===== config.mk =====
export PLATFORM = sky130hd
export DESIGN_NAME = box_motion_scheduler
export DESIGN_NICKNAME = d
export VERILOG_FILES = /design/src/rtl/es4_video_pkg.sv /design/src/rtl/btn_sync_edge.sv /design/src/rtl/box_motion_scheduler.sv
export SDC_FILE = /design/constraint.sdc
export NUM_CORES = 1
export LEC_CHECK = 0
export ABC_AREA = 1
export CORE_ASPECT_RATIO = 1.4
export CORE_UTILIZATION = 50
export CTS_BUF_LIST = sky130_fd_sc_hd__clkbuf_2 sky130_fd_sc_hd__clkbuf_4 sky130_fd_sc_hd__clkbuf_8
export DETAILED_ROUTE_END_ITERATION = 10
export GPL_ROUTABILITY_DRIVEN = 0
export GPL_TIMING_DRIVEN = 0
export PLACE_DENSITY_LB_ADDON = 0.3
export SETUP_SLACK_MARGIN = 0.02
export SLEW_MARGIN = 10
export SYNTH_ARGS = -nofsm -noshare
export SYNTH_HDL_FRONTEND = slang
export SYNTH_HIERARCHICAL = 1
export SYNTH_SLANG_ARGS = --single-unit

===== constraint.sdc =====
create_clock -name CLK -period 4.4 [get_ports CLK]
set_input_delay 0.44 -clock CLK [delete_from_list [all_inputs] [get_ports CLK]]
set_output_delay 0.44 -clock CLK [all_outputs]
set_load 0.03 [all_outputs]

===== src/rtl/es4_video_pkg.sv =====
// Shared video types for the ES4 VGA lab: visible geometry, coordinate type,
// box scheduler state encoding and the modular position update.
package es4_video_pkg;

   localparam int H_VISIBLE = 640;
   localparam int V_VISIBLE = 480;

   typedef logic [9:0] coord_t;

   typedef enum logic [1:0] {
      RUN,
      UPDATE,
      PAUSE
   } sched_state_t;

   // y + step folded back into [0, modulus); valid while y < modulus and step <= modulus.
   function automatic coord_t wrap_add(coord_t y, coord_t step, coord_t modulus);
      logic [10:0] w_sum;
      w_sum = {1'b0, y} + {1'b0, step};
      if (w_sum >= {1'b0, modulus}) begin
         w_sum = w_sum - {1'b0, modulus};
      end
      return w_sum[9:0];
   endfunction

endpackage


===== src/rtl/btn_sync_edge.sv =====
// Two-flop synchronizer for an asynchronous level input, followed by a
// rising-edge detector producing a one-cycle pulse in the clk domain.
module btn_sync_edge (
   input  logic clk,
   input  logic rst_n,
   input  logic i_async,
   output logic o_rise
);

   logic r_meta;
   logic r_sync;
   logic r_prev;

   // NOTE: non-blocking assignments make every flop sample the pre-edge value,
   // so the chain shifts one stage per clock regardless of statement order.
   always_ff @(posedge clk or negedge rst_n) begin
      if (!rst_n) begin
         r_meta <= 1'b0;
         r_sync <= 1'b0;
         r_prev <= 1'b0;
      end else begin
         r_meta <= i_async;
         r_sync <= r_meta;
         r_prev <= r_sync;
      end
   end

   assign o_rise = r_sync & ~r_prev;

endmodule


===== src/rtl/box_motion_scheduler.sv =====
// Frame-synchronous owner of the animated box positions: one update pass per
// frame tick, one box per cycle, with pause/resume, speed select and restart.
module box_motion_scheduler
   import es4_video_pkg::*;
#(
   parameter int NUM_BOXES = 4,
   parameter int V_WRAP    = V_VISIBLE,
   parameter int SPACING   = 125,
   parameter int TICK_ROW  = 486
) (
   input  logic                    CLK,
   input  logic                    RST_N,
   input  coord_t                  Row,
   input  coord_t                  Col,
   input  logic                    btn_pause,
   input  logic                    restart,
   input  logic [1:0]              speed_sel,
   output coord_t [NUM_BOXES-1:0]  y_pos,
   output logic                    running,
   output logic                    frame_done,
   output logic [7:0]              frame_cnt
);

   localparam int IDX_W = (NUM_BOXES > 1) ? $clog2(NUM_BOXES) : 1;
   localparam logic [IDX_W-1:0] LAST_IDX = IDX_W'(NUM_BOXES - 1);

   sched_state_t      r_state;
   logic [IDX_W-1:0]  r_idx;
   logic [3:0]        r_step;
   logic              r_pend_pause;
   logic              w_tick;
   logic              w_pause_edge;

   function automatic coord_t init_pos(int i);
      return coord_t'((i * SPACING) % V_WRAP);
   endfunction

   assign w_tick = (Row == coord_t'(TICK_ROW)) && (Col == '0);

   btn_sync_edge u_pause_sync (
      .clk     (CLK),
      .rst_n   (RST_N),
      .i_async (btn_pause),
      .o_rise  (w_pause_edge)
   );

   always_ff @(posedge CLK or negedge RST_N) begin
      if (!RST_N) begin
         // NOTE: y_pos is a handful of flops, not a RAM, so it takes a real
         // per-element reset value rather than being left uninitialised.
         for (int i = 0; i < NUM_BOXES; i++) begin
            y_pos[i] <= init_pos(i);
         end
         r_state      <= RUN;
         r_idx        <= '0;
         r_step       <= 4'd1;
         r_pend_pause <= 1'b0;
         running      <= 1'b1;
         frame_done   <= 1'b0;
         frame_cnt    <= '0;
      end else begin
         frame_done <= 1'b0;
         if (restart) begin
            // Restart wins over tick and pause_edge; PAUSE is kept, a pass is aborted.
            for (int i = 0; i < NUM_BOXES; i++) begin
               y_pos[i] <= init_pos(i);
            end
            r_idx        <= '0;
            r_pend_pause <= 1'b0;
            frame_cnt    <= '0;
            if (r_state == UPDATE) begin
               r_state <= RUN;
               running <= 1'b1;
            end
         end else begin
            case (r_state)
               RUN: begin
                  if (w_pause_edge) begin
                     r_state <= PAUSE;
                     running <= 1'b0;
                  end else if (w_tick) begin
                     r_state      <= UPDATE;
                     r_idx        <= '0;
                     r_step       <= 4'd1 << speed_sel;
                     r_pend_pause <= 1'b0;
                  end
               end
               UPDATE: begin
                  for (int i = 0; i < NUM_BOXES; i++) begin
                     if (r_idx == IDX_W'(i)) begin
                        y_pos[i] <= wrap_add(y_pos[i], coord_t'(r_step), coord_t'(V_WRAP));
                     end
                  end
                  if (r_idx == LAST_IDX) begin
                     r_idx        <= '0;
                     r_pend_pause <= 1'b0;
                     frame_done   <= 1'b1;
                     frame_cnt    <= frame_cnt + 8'd1;
                     if (r_pend_pause || w_pause_edge) begin
                        r_state <= PAUSE;
                        running <= 1'b0;
                     end else begin
                        r_state <= RUN;
                     end
                  end else begin
                     r_idx <= r_idx + 1'b1;
                     if (w_pause_edge) begin
                        r_pend_pause <= 1'b1;
                     end
                  end
               end
               PAUSE: begin
                  if (w_pause_edge) begin
                     r_state <= RUN;
                     running <= 1'b1;
                  end
               end
               default: begin
                  r_state <= RUN;
                  running <= 1'b1;
               end
            endcase
         end
      end
   end

endmodule


* Yosys cells after proc, flatten, opt, wreduce, memory -nomap -nowiden
Cells that the tools add are included. Widths: inputs -> output; s select.
Word-level totals: bits in latches 0, bits in writable memories 0, output and inout port bits 50, logic and storage cells 109, bits in registers 62, bits in read-only memories 0, memories 0
Operators by class: multiplexer cells 41, div/mod/pow operators 0, add/subtract/negate cells 10, shift-type cells 1, reductions and logical operators 20, bitwise operators 4, multiply operators 0, order comparisons 4, eq/ne operators 15
Operators with widths (count):
- $mux 10 | 8
- $mux 40 | 2
- $add 10x4->11 | 4
- $ge 11x9->1 const B | 4
- $sub 10x9->10 const B | 4
- $mux 8 | 3
- $mux 2 | 11
- $mux 1 | 13
- $ne 3x3->1 const B | 4
- $reduce_and 4->1 | 3
- $eq 10x9->1 const B | 1
- $logic_not 10->1 | 1
- $reduce_bool 2->1 | 5
- $add 8x1->8 const B | 1
- $reduce_and 2->1 | 4
- $eq 2x2->1 const B | 3
- $ne 3x2->1 const B | 2
- $pmux 2 s3 | 1
- $reduce_and 5->1 | 1
- $eq 2x1->1 const B | 2
- $logic_not 2->1 | 2
- $ne 4x3->1 const B | 1
- $ne 4x4->1 const B | 1
- $pmux 2 s2 | 1
- other kinds (11) | 13

* Depth between registers and ports, before layout
Gate-level depths: netlist of the first run.
depth after elaboration 7, gate-level depth with buffers 18, depth with buffers taken out 18

* Cells and area by module
Netlist of the first run, hierarchy kept.
Modules (own cells, without submodules):
- box_motion_scheduler | sequential area each 1502.7 µm², area each 4867.2 µm², times used 1, cells an instance 689
- btn_sync_edge | sequential area each 75.1 µm², area each 85.1 µm², times used 1, cells an instance 5

* Least setup slack after synthesis of the first run
No wires, ideal clock.
path kind reg-to-reg, start point register y_pos[0] (netlist name), end point register y_pos[8] (netlist name), slack 1.950 ns, clock period less this slack 2.450 ns, data arrival time 2.333 ns, data required time 4.283 ns, path buffers 0, stages on the path, launching flop included 16, cells stage by stage dfrtp_1 > ha_1 > fa_1 > nand3_1 > nand2_2 > nand4_1 > nand2_1 > inv_1 > ha_1 > nand3_1 > nor2_4 > nor2_4 > nand2_2 > nand3_1 > nand2_1 > nand2_1
Between the ends: word-level cells in the longest chain between the ends 6, elaborated cells between the ends (all ways) 7, those cells by class add/sub (2); order compare (1); mux (4)
RTL lines:
- start, declared | RTL line box_motion_scheduler.sv:18 | output coord_t [NUM_BOXES-1:0] y_pos,
- start signal, assigned by index | RTL line box_motion_scheduler.sv:52 | y_pos[i] <= init_pos(i);
- start signal, assigned by index | RTL line box_motion_scheduler.sv:66 | y_pos[i] <= init_pos(i);
- start signal, assigned by index | RTL line box_motion_scheduler.sv:91 | y_pos[i] <= wrap_add(y_pos[i], coord_t'(r_step), coord_t'(V_WRAP));
- $add 10x4->11 * | RTL line es4_video_pkg.sv:19 | w_sum = {1'b0, y} + {1'b0, step};
- $sub 10x9->10 / $ge 11x9->1 (equally long branches) | RTL line es4_video_pkg.sv:21, es4_video_pkg.sv:20
- $mux 10 * | RTL line es4_video_pkg.sv:20 | if (w_sum >= {1'b0, modulus}) begin
- $mux 10 * | RTL line box_motion_scheduler.sv:90 | if (r_idx == IDX_W'(i)) begin
- $mux 40 * | RTL line box_motion_scheduler.sv:76 | case (r_state)
- $mux 40 * | RTL line box_motion_scheduler.sv:63 | if (restart) begin
Mark *: on every way between the ends. The rest lies on a longest branch, timed or not. The select of a mux whose other input is x is not followed. A chain may end at the register's enable or synchronous reset.

* Worst setup path in the final report of the first run
start point register r_step[0], end point register y_pos[28] (netlist name)
Between the ends: word-level cells in the longest chain between the ends 6, elaborated cells between the ends (all ways) 7, those cells by class add/sub (2); order compare (1); mux (4)
RTL lines:
- start, declared | RTL line box_motion_scheduler.sv:29 | logic [3:0] r_step;
- start signal, assigned | RTL line box_motion_scheduler.sv:84 | r_step <= 4'd1 << speed_sel;
- $add 10x4->11 * | RTL line es4_video_pkg.sv:19
- $sub 10x9->10 / $ge 11x9->1 (equally long branches) | RTL line es4_video_pkg.sv:21, es4_video_pkg.sv:20
- $mux 10 * | RTL line es4_video_pkg.sv:20
- $mux 10 * | RTL line box_motion_scheduler.sv:90
- $mux 40 * | RTL line box_motion_scheduler.sv:76
- $mux 40 * | RTL line box_motion_scheduler.sv:63
Marked as above.

==> impl_metrics.ini, run 1 <==
[power_and_ir_drop]
p_per_area_nw_per_um2 = 265.3
power.share.sequential_pct = 39.9
p_switching_w = 0.0005174
ir_drop_v = 0.0001857
p_leak_nw = 3.018
pwr-share-comb_pct = 23.2
internal_power_w = 0.001098
power_frac_clock_pct = 36.8
p_sw_share_pct = 32.04

[floorplanning]
rows = 42
die_height_um = 119.8
ios = 76
initial_core_util_pct = 51.78
dieArea_sq_um = 10310
core_sq_um = 9564
die_x_um = 86.11

[timing]
max_freq_mhz = 366.0
rsz0062_at_grt = no
final_max_slew_viol_count = 0
worst_slew_pin_slew_ps = 798.4
period_minus_slack_ps = 2732
final-setup-viol-count = 0
relSlewSlack_pct = 46.77
finalCritPeriodShare_pct = 62.10
skew_ps = 15.93
final.setup.tns_ps = 0
finalHoldViolCount = 0
setup_slack_ps = 1668

[route]
wirelength_um = 12130
drtPass1Iterations = 5
num_vias = 4877
antenna_left = 0
drtIter0Drc = 248
wl_per_cell_um = 13.24
vias_per_cell = 5.324
drc_errors = 0

[global_routing]
grt_pass1_wl_um = 21060
antenna_found_initial = 0
grt_max_degree = 63
overflow = 0
grt_use_total_pct = 25.64
first_global_vias = 4789

[logic_synthesis]
ys_ff_latch = 62
synth_ff_type = dfrtp_1
synth_nets = 749
synth_async_sr_flop_share_pct = 100.0
syn_area_sq_um = 4952
synth_cells = 694
synth-edff-count = 0
avgSynthCellArea_sq_um = 7.136
synth_seq_area_share_pct = 31.86
ys_warn_count = 6
synth_cell_types = 47

[clocking]
clk_path_buf_depth = 2
cts_made_buffers = 9
cts_hold_buf = 0
h-tree-depth = 3
cts_resized = 0
clk_latency_ps = 360
cts_root_buf = clkbuf_8
clk_pin_slew_ps = 70
cts_tree = done
post_cts_buffers = 0
clkSinkCount = 62

[finish]
multi_input_area_sq_um = 2935
mostFrequentLayoutCells = nand2_1 (186), inv_1 (94), nand3_1 (75)
register_area_sq_um = 1578
final_nets = 834
drive_gt1_share_pct = 16.58
layout_commonest_cell = nand2_1
postLayoutCellArea_sq_um = 6088
areaGrowthSynthToFinish_pct = 22.94
nFillCells = 851
diodes = 0
fin_cells = 916

[job]
maxCapViolCount = 0

[critical_path]
critical_path.max_fanout = 7
crit_family = simple AND/OR/NAND/NOR gates
regToRegSetupSlack_ps = 1670
worstSetupPathType = flip-flop to flip-flop
critical_path_required_ps = 4640
slowest_stage = dfstp_2
cp-start-kind = flip-flop
cp.arrival_ps = 2970
slowest_delay_ps = 590
cp-end-kind = flip-flop
path_buf_inv = 3
cp_cell_sequence = ha_1 -> inv_1 -> fa_1 -> inv_1 -> nand2_1 -> nand3b_1 -> nand2_2 -> inv_1 -> ha_1 -> nand3_2 -> nor2_4 -> nor2_8 -> nand2_2 -> nand2_1 -> nand3_1 -> nand2_1

[placement]
place.port_buffers = 74
pre_cts_slack_ps = 1690
dp_hpwl_um = 9256
dp.cells = 900
place_area_sq_um = 5856

[run_status]
status = finished clean

[min_path]
holdCritPathClass = primary input to asynchronous set/reset pin
## layer usage
metal	track usage (%)	vias up	wire, um
li1	-	2420	-
met5	0	-	0
met3	4.127	36	563
met1	29.90	2269	4960
met2	45.04	152	6180
met4	12.50	0	421
## state kept, by name (all words and copies together) (netlist names)
register             count
y_pos                   40
frame_cnt                8
r_step                   4
r_idx                    2
r_state                  2
frame_done               1
r_pend_pause             1
running                  1
u_pause_sync/r_meta      1
u_pause_sync/r_prev      1
u_pause_sync/r_sync      1
## cell families after synthesis
logic type	after synthesis	synth area share, %
buffers and inverters	111	8.868
muxes	1	0.2274
DFF	62	31.86
xor gates and xnor gates	5	0.8844
and+or+nand+nor	415	41.36
adders and majority gates	29	7.933
AOI/OAI and AO/OA	71	8.868
## worst register-to-register path, stage by stage, from the launching register on
cell      delay, ps
dfstp_2         590
ha_1            190
inv_1            50
fa_1            400
inv_1           150
nand2_1         100
nand3b_1        110
nand2_2          90
inv_1            90
ha_1            190
nand3_2         110
nor2_4          200
nor2_8           80
nand2_2          90
nand2_1          50
nand3_1          70
nand2_1          60
## area by class of cell
type	count	share of cell area [%]
inverter	106	6.535
tap	132	2.713
clock inverter	5	1.336
clock buffer	11	2.487
sequential	62	25.91
timing repair buffer	74	12.12
multi-input combinational	521	48.21
buffer	5	0.6782
## metrics by stage
step	hold WS (ps)	power [W]	utilization (%)
floorplan	144.4	0.0009078	-
finish	159.0	0.001615	63.66
global placement	334.2	0.001016	61.25
global route	249.0	0.001696	63.66
CTS	196.8	0.001622	63.66
detailed placement	339.5	0.001029	61.22
## cell usage after synthesis (all sizes together), types with 2 or more instances
master / instances / area [sq um]
xor2: 3 / 26.28
a22oi: 3 / 22.52
xnor2: 2 / 17.52
o21ai: 23 / 115.1
o22a: 3 / 26.28
and2: 2 / 12.51
nand2: 218 / 903.4
dfstp: 21 / 551.8
nor4: 3 / 18.77
nor3: 7 / 45.04
o211ai: 2 / 15.01
nand4: 15 / 121.4
or2: 2 / 12.52
buf: 5 / 41.29
nor2: 76 / 391.6
a22o: 4 / 35.03
o22ai: 3 / 18.77
nand3b: 6 / 57.56
a31oi: 3 / 18.77
o31ai: 4 / 30.03
a21oi: 22 / 121.4
inv: 105 / 394.1
fa: 4 / 80.08
dfrtp: 41 / 1026
nand3: 86 / 485.5
ha: 25 / 312.8
## power groups by stage
stage | clock network [W] | registers (W) | logic (W)
after floorplan | 0 | 0.000674 | 0.000234
after global placement | 0 | 0.000652 | 0.000364
after detailed placement | 0 | 0.000654 | 0.000375
after CTS | 0.000602 | 0.000644 | 0.000376
after global routing | 0.000624 | 0.000651 | 0.000421
final | 0.000595 | 0.000644 | 0.000375
## worst paths after layout
check                                       to  depth (start not counted)                 from
hold / removal                        y_pos[6]                          1                RST_N
max in group asynchronous           r_state[1]                          1                RST_N
setup / recovery                     y_pos[28]                         16            r_step[0]
min in group CLK           u_pause_sync/r_sync                          0  u_pause_sync/r_meta
setup reg to reg                     y_pos[28]                         16            r_step[0]
hold reg to reg            u_pause_sync/r_sync                          0  u_pause_sync/r_meta
No activity file was read; power rests on OpenSTA's default activity.
==> run 2, diff against run 1 <==
clock period = 2.5 ns   (was 4.4 ns; I/O delays follow)
==> run 2 against run 1 <==
  * The run now ends with negative hold slack, negative setup slack left
  * Worst setup slack got worse by 1700 ps
  * Non-clock buffer count rose by 32
  * Cell count rose by 3.5%
  * Sequential power rose by 75%
  * Critical path depth fell by 3
==> impl_metrics.ini, run 2 (synthesized netlist as in run 1, its figures left out) <==
[run_status]
status = finished with violations
violations = negative hold slack, negative setup slack

[floorplanning]
initial_core_util_pct = 51.78
die_height_um = 119.8
rows = 42
ios = 76
die_x_um = 86.11
dieArea_sq_um = 10310
core_sq_um = 9564

[critical_path]
cp_cell_sequence = ha_4 -> fa_2 -> buf_6 -> buf_4 -> xor2_2 -> nor2_1 -> nand3_1 -> nor2_2 -> nand4_2 -> buf_6 -> nand3_1 -> nand3_2 -> nand2_1
critical_path.max_fanout = 4
cp-start-kind = flip-flop
slowest_stage = dfstp_2
slowest_delay_ps = 430
worstSetupPathType = flip-flop to flip-flop
path_buf_inv = 3
crit_family = simple AND/OR/NAND/NOR gates
critical_path_required_ps = 2790
cp.arrival_ps = 2860
cp-end-kind = flip-flop

[route]
vias_per_cell = 5.523
num_vias = 5236
wirelength_um = 14150
wl_per_cell_um = 14.93
drtIter0Drc = 273
antenna_left = 0
drtPass1Iterations = 5
drc_errors = 0

[placement]
place.port_buffers = 74
pre_cts_slack_ps = -209.6
dp_hpwl_um = 9256

[timing]
final-setup-viol-count = 6
worst_slew_pin_slew_ps = 824.1
setup_slack_ps = -64.83
period_minus_slack_ps = 2565
final_max_slew_viol_count = 0
finalCritPeriodShare_pct = 102.6
finalHoldViolCount = 5
fin_hold_ws_ps = -25.65
rsz0062_at_grt = yes
max_freq_mhz = 389.9
skew_ps = 12.32
relSlewSlack_pct = 45.06

[finish]
largest_register = y_pos
areaGrowthSynthToFinish_pct = 36.66
layout_commonest_cell = nand2_1
drive_gt1_share_pct = 29.17
largest_register_ffs = 40
register_area_sq_um = 1583
nFillCells = 736
final_nets = 866
reg_top3 = y_pos: 40 flops, frame_cnt: 8 flops, r_step: 4 flops
diodes = 0
multi_input_area_sq_um = 3351
mostFrequentLayoutCells = nand2_1 (168), inv_1 (86), clkdlybuf4s50_1 (73)

[global_routing]
antenna_found_initial = 0
grt_max_degree = 63
first_global_vias = 4870
grt_use_total_pct = 26.07
grt_pass1_wl_um = 21380
overflow = 0

[clocking]
clkSinkCount = 62
clk_path_buf_depth = 2
h-tree-depth = 3
cts_made_buffers = 9
clk_pin_slew_ps = 80
clk_latency_ps = 350
cts_tree = done
cts_root_buf = clkbuf_8

[power_and_ir_drop]
p_total_w = 0.002924
p_per_area_nw_per_um2 = 432.0
p_leak_nw = 3.181
ir_drop_v = 0.0003268

[min_path]
holdCritPathClass = primary input to asynchronous set/reset pin

[job]
maxCapViolCount = 0
==> run 2: final timing paths <==
check | endpoint | depth (start not counted) | slack (ps) | startpoint
max | y_pos[5] | 13 | -60 | r_step[0]
min | y_pos[6] | 1 | -30 | RST_N
max reg2reg | y_pos[5] | 13 | -60 | r_step[0]
min reg2reg | u_pause_sync/r_sync | 0 | 360 | u_pause_sync/r_meta
max in group asynchronous | r_step[3] | 1 | 1930 | RST_N
min in group CLK | y_pos[36] | 3 | 280 | restart
==> run 2: layer usage <==
metal | GRT usage [%] | vias to the layer above | wire, um
li1 | - | 2488 | -
met1 | 30.39 | 2475 | 5404
met2 | 45.14 | 211 | 7430
met3 | 4.333 | 62 | 722
met4 | 13.96 | 0 | 597
met5 | 0 | - | 0
==> run 2: cell type report <==
type                            instances  share of cell area, %
Buffer                                  5                 0.6101
Clock buffer                           11                  2.237
Clock inverter                          5                  1.202
Inverter                              106                  5.879
Multi-Input combinational cell        521                  49.51
Sequential cell                        62                  23.39
Tap cell                              132                  2.440
Timing Repair Buffer                  106                  14.73
==> run 2: metrics by stage <==
step / TNS (ps) / instance area (sq um) / cells / util (%) / hold WS [ps]
after floorplan: 0 / 4952 / 694 / - / -45.59
after global placement: -43390 / 5858 / 900 / 61.25 / 334.2
after detailed placement: -1434 / 5856 / 900 / 61.22 / 339.5
after CTS: -5.855 / 6188 / 924 / 64.70 / 6.720
after global routing: -1749 / 6768 / 948 / 70.76 / 46.88
final: -182.5 / 6768 / 948 / 70.76 / -25.65
==> run 2: report_power, final <==
group	switching [W]	internal [W]	total (W)
registers	0.0000585	0.00108	0.00113
clock network	0.000443	0.000616	0.00106
logic	0.000463	0.000268	0.000731
total	0.000964	0.00196	0.00292
==> run 2: repair_timing <==
item                                    4_1_cts  5_1_grt
resized for setup                            15       87
buffers inserted                              8       24
pin swaps                                     9       54
hold buffers                                  0        0
endpoints found under the setup margin       15       20
==> run 3, diff against run 2 <==
CORE_UTILIZATION = 46   (was 50)
SETUP_SLACK_MARGIN = default   (was 0.02)
SKIP_CTS_REPAIR_TIMING = 1   (was default)
==> run 3 against run 2 <==
  * First-iteration DRC count rose by 12%
  * Sequential share of layout area grew 0.96 points
  * Die area grew 8.5%
  * Cell count down 0.74%
  * The flow still finishes with violations (negative hold slack, negative setup slack)
  * Final area decreased by 4.0%
==> impl_metrics.ini, run 3 (synthesized netlist as in run 1, its figures left out) <==
[power_and_ir_drop]
ir_drop_v = 0.0002851
pwr-share-comb_pct = 24.2
p_sw_share_pct = 32.29
p_per_area_nw_per_um2 = 455.0
internal_power_w = 0.002001
p_switching_w = 0.0009545
power_frac_clock_pct = 37.4
power.share.sequential_pct = 38.4
p_leak_nw = 3.117
p_total_w = 0.002956

[run_status]
status = finished with violations
violations = negative hold slack, negative setup slack

[timing]
finalHoldViolCount = 23
period_minus_slack_ps = 2602
setup_slack_ps = -101.5
finalCritPeriodShare_pct = 104.1
relSlewSlack_pct = 47.26
rsz0062_at_grt = yes
worst_slew_pin_slew_ps = 791.1
skew_ps = 8.527
max_freq_mhz = 384.4
final-setup-viol-count = 12
final_max_slew_viol_count = 0
fin_hold_ws_ps = -35.09

[route]
antenna_left = 0
drtPass1Iterations = 6
drtIter0Drc = 305
vias_per_cell = 5.427
num_vias = 5107
wl_per_cell_um = 14.03
wirelength_um = 13200
drc_errors = 0

[floorplanning]
rows = 44
die_x_um = 89.69
dieArea_sq_um = 11190
initial_core_util_pct = 47.60
core_sq_um = 10410
ios = 76
die_height_um = 124.8

[job]
maxCapViolCount = 0

[global_routing]
grt_max_degree = 63
grt_pass1_wl_um = 21070
antenna_found_initial = 0
overflow = 0
first_global_vias = 4803
grt_use_total_pct = 24.15

[finish]
largest_register = y_pos
mostFrequentLayoutCells = nand2_1 (177), inv_1 (88), clkdlybuf4s50_1 (73)
areaGrowthSynthToFinish_pct = 31.18
largest_register_ffs = 40
layout_commonest_cell = nand2_1
final_nets = 853
diodes = 0
drive_gt1_share_pct = 23.54
reg_top3 = y_pos: 40 flops, frame_cnt: 8 flops, r_step: 4 flops

[placement]
pre_cts_slack_ps = -261.5
dp_hpwl_um = 9694
place.port_buffers = 74

[critical_path]
r2r-start = r_step[0]
critical_path_required_ps = 2750
critical_path.max_fanout = 5
worstSetupPathType = flip-flop to flip-flop
startpoint = r_step[0]
cp.arrival_ps = 2850
cp-end-kind = flip-flop
cp-start-kind = flip-flop
regToRegSetupSlack_ps = -100

[clocking]
clk_path_buf_depth = 2
h-tree-depth = 3
clk_pin_slew_ps = 80
cts_made_buffers = 9
cts_tree = done
clkSinkCount = 62
clk_latency_ps = 360
cts_root_buf = clkbuf_8

[min_path]
holdCritPathClass = primary input to asynchronous set/reset pin
==> run 3: cell types whose count changed in the layout (fill, tap and decap cells not counted), moves of 3 or more <==
cell and delta:
a21oi_1 +4, a21oi_2 -4, buf_4 -11, ha_1 +5, ha_4 -6, nand2_1 +9
nand2_2 -9, nand3_1 +11, nand3_2 -11, nor2_1 +3
==> run 3: final cells by class <==
| cell class | count | area (sq um) |
|---|---|---|
| plain buffers | 5 | 41.29 |
| flip-flops and latches | 62 | 1582 |
| repair buffers | 93 | 892.1 |
| fillers | 906 | 3909 |
| multi-input cells | 521 | 3166 |
| clock inverters | 7 | 121.4 |
| clock buffers | 9 | 123.9 |
| inverters | 106 | 397.9 |
| well taps | 138 | 172.7 |
==> run 3: per-layer routing <==
metal | up-vias | track usage, % | part of all wire, %
met5 | - | 0 | 0
met4 | 0 | 14.01 | 4.8
met3 | 57 | 5.699 | 4.9
met2 | 187 | 40.11 | 51
met1 | 2403 | 27.42 | 39
li1 | 2460 | - | -
==> run 3: final timing paths <==
kind                                       endpoint  depth (start not counted)
worst max-delay path                       y_pos[7]                         18
worst min-delay path                     frame_done                          1
worst max register to register             y_pos[7]                         18
worst min register to register  u_pause_sync/r_sync                          0
max in group asynchronous                 r_step[2]                          1
min in group CLK                          y_pos[36]                          3
==> run 3: metrics by stage <==
step / utilization, % / cells / setup TNS, ps / cell area, sq um
after floorplan: - / 694 / 0 / 4952
after global placement: 56.37 / 906 / -41430 / 5866
after detailed placement: 56.35 / 906 / -2028 / 5863
after CTS: 58.71 / 922 / -2329 / 6108
after global routing: 62.43 / 941 / -2712 / 6496
final: 62.43 / 941 / -437.6 / 6496
==> run 3: critical path, stage by stage, from the launching register on <==
cell	delay, ps
dfstp_2	420
buf_4	150
buf_6	110
ha_4	160
fa_2	410
buf_4	150
nand2_1	60
nand3b_1	100
nand2_2	110
inv_2	60
ha_4	160
nand3_4	70
nor2_4	50
nor2_4	160
nand2_4	90
nand2_2	60
nand2_1	40
nand2_1	60
nand2_1	50
==> run 3: power by group through the flow <==
stage,logic [W],clock network [W],registers (W)
after floorplan,0.000412,0,0.00119
after global placement,0.000652,0,0.00115
after detailed placement,0.000672,0,0.00115
after CTS,0.000679,0.00113,0.00114
after global routing,0.000794,0.00117,0.00114
final,0.000716,0.00111,0.00113
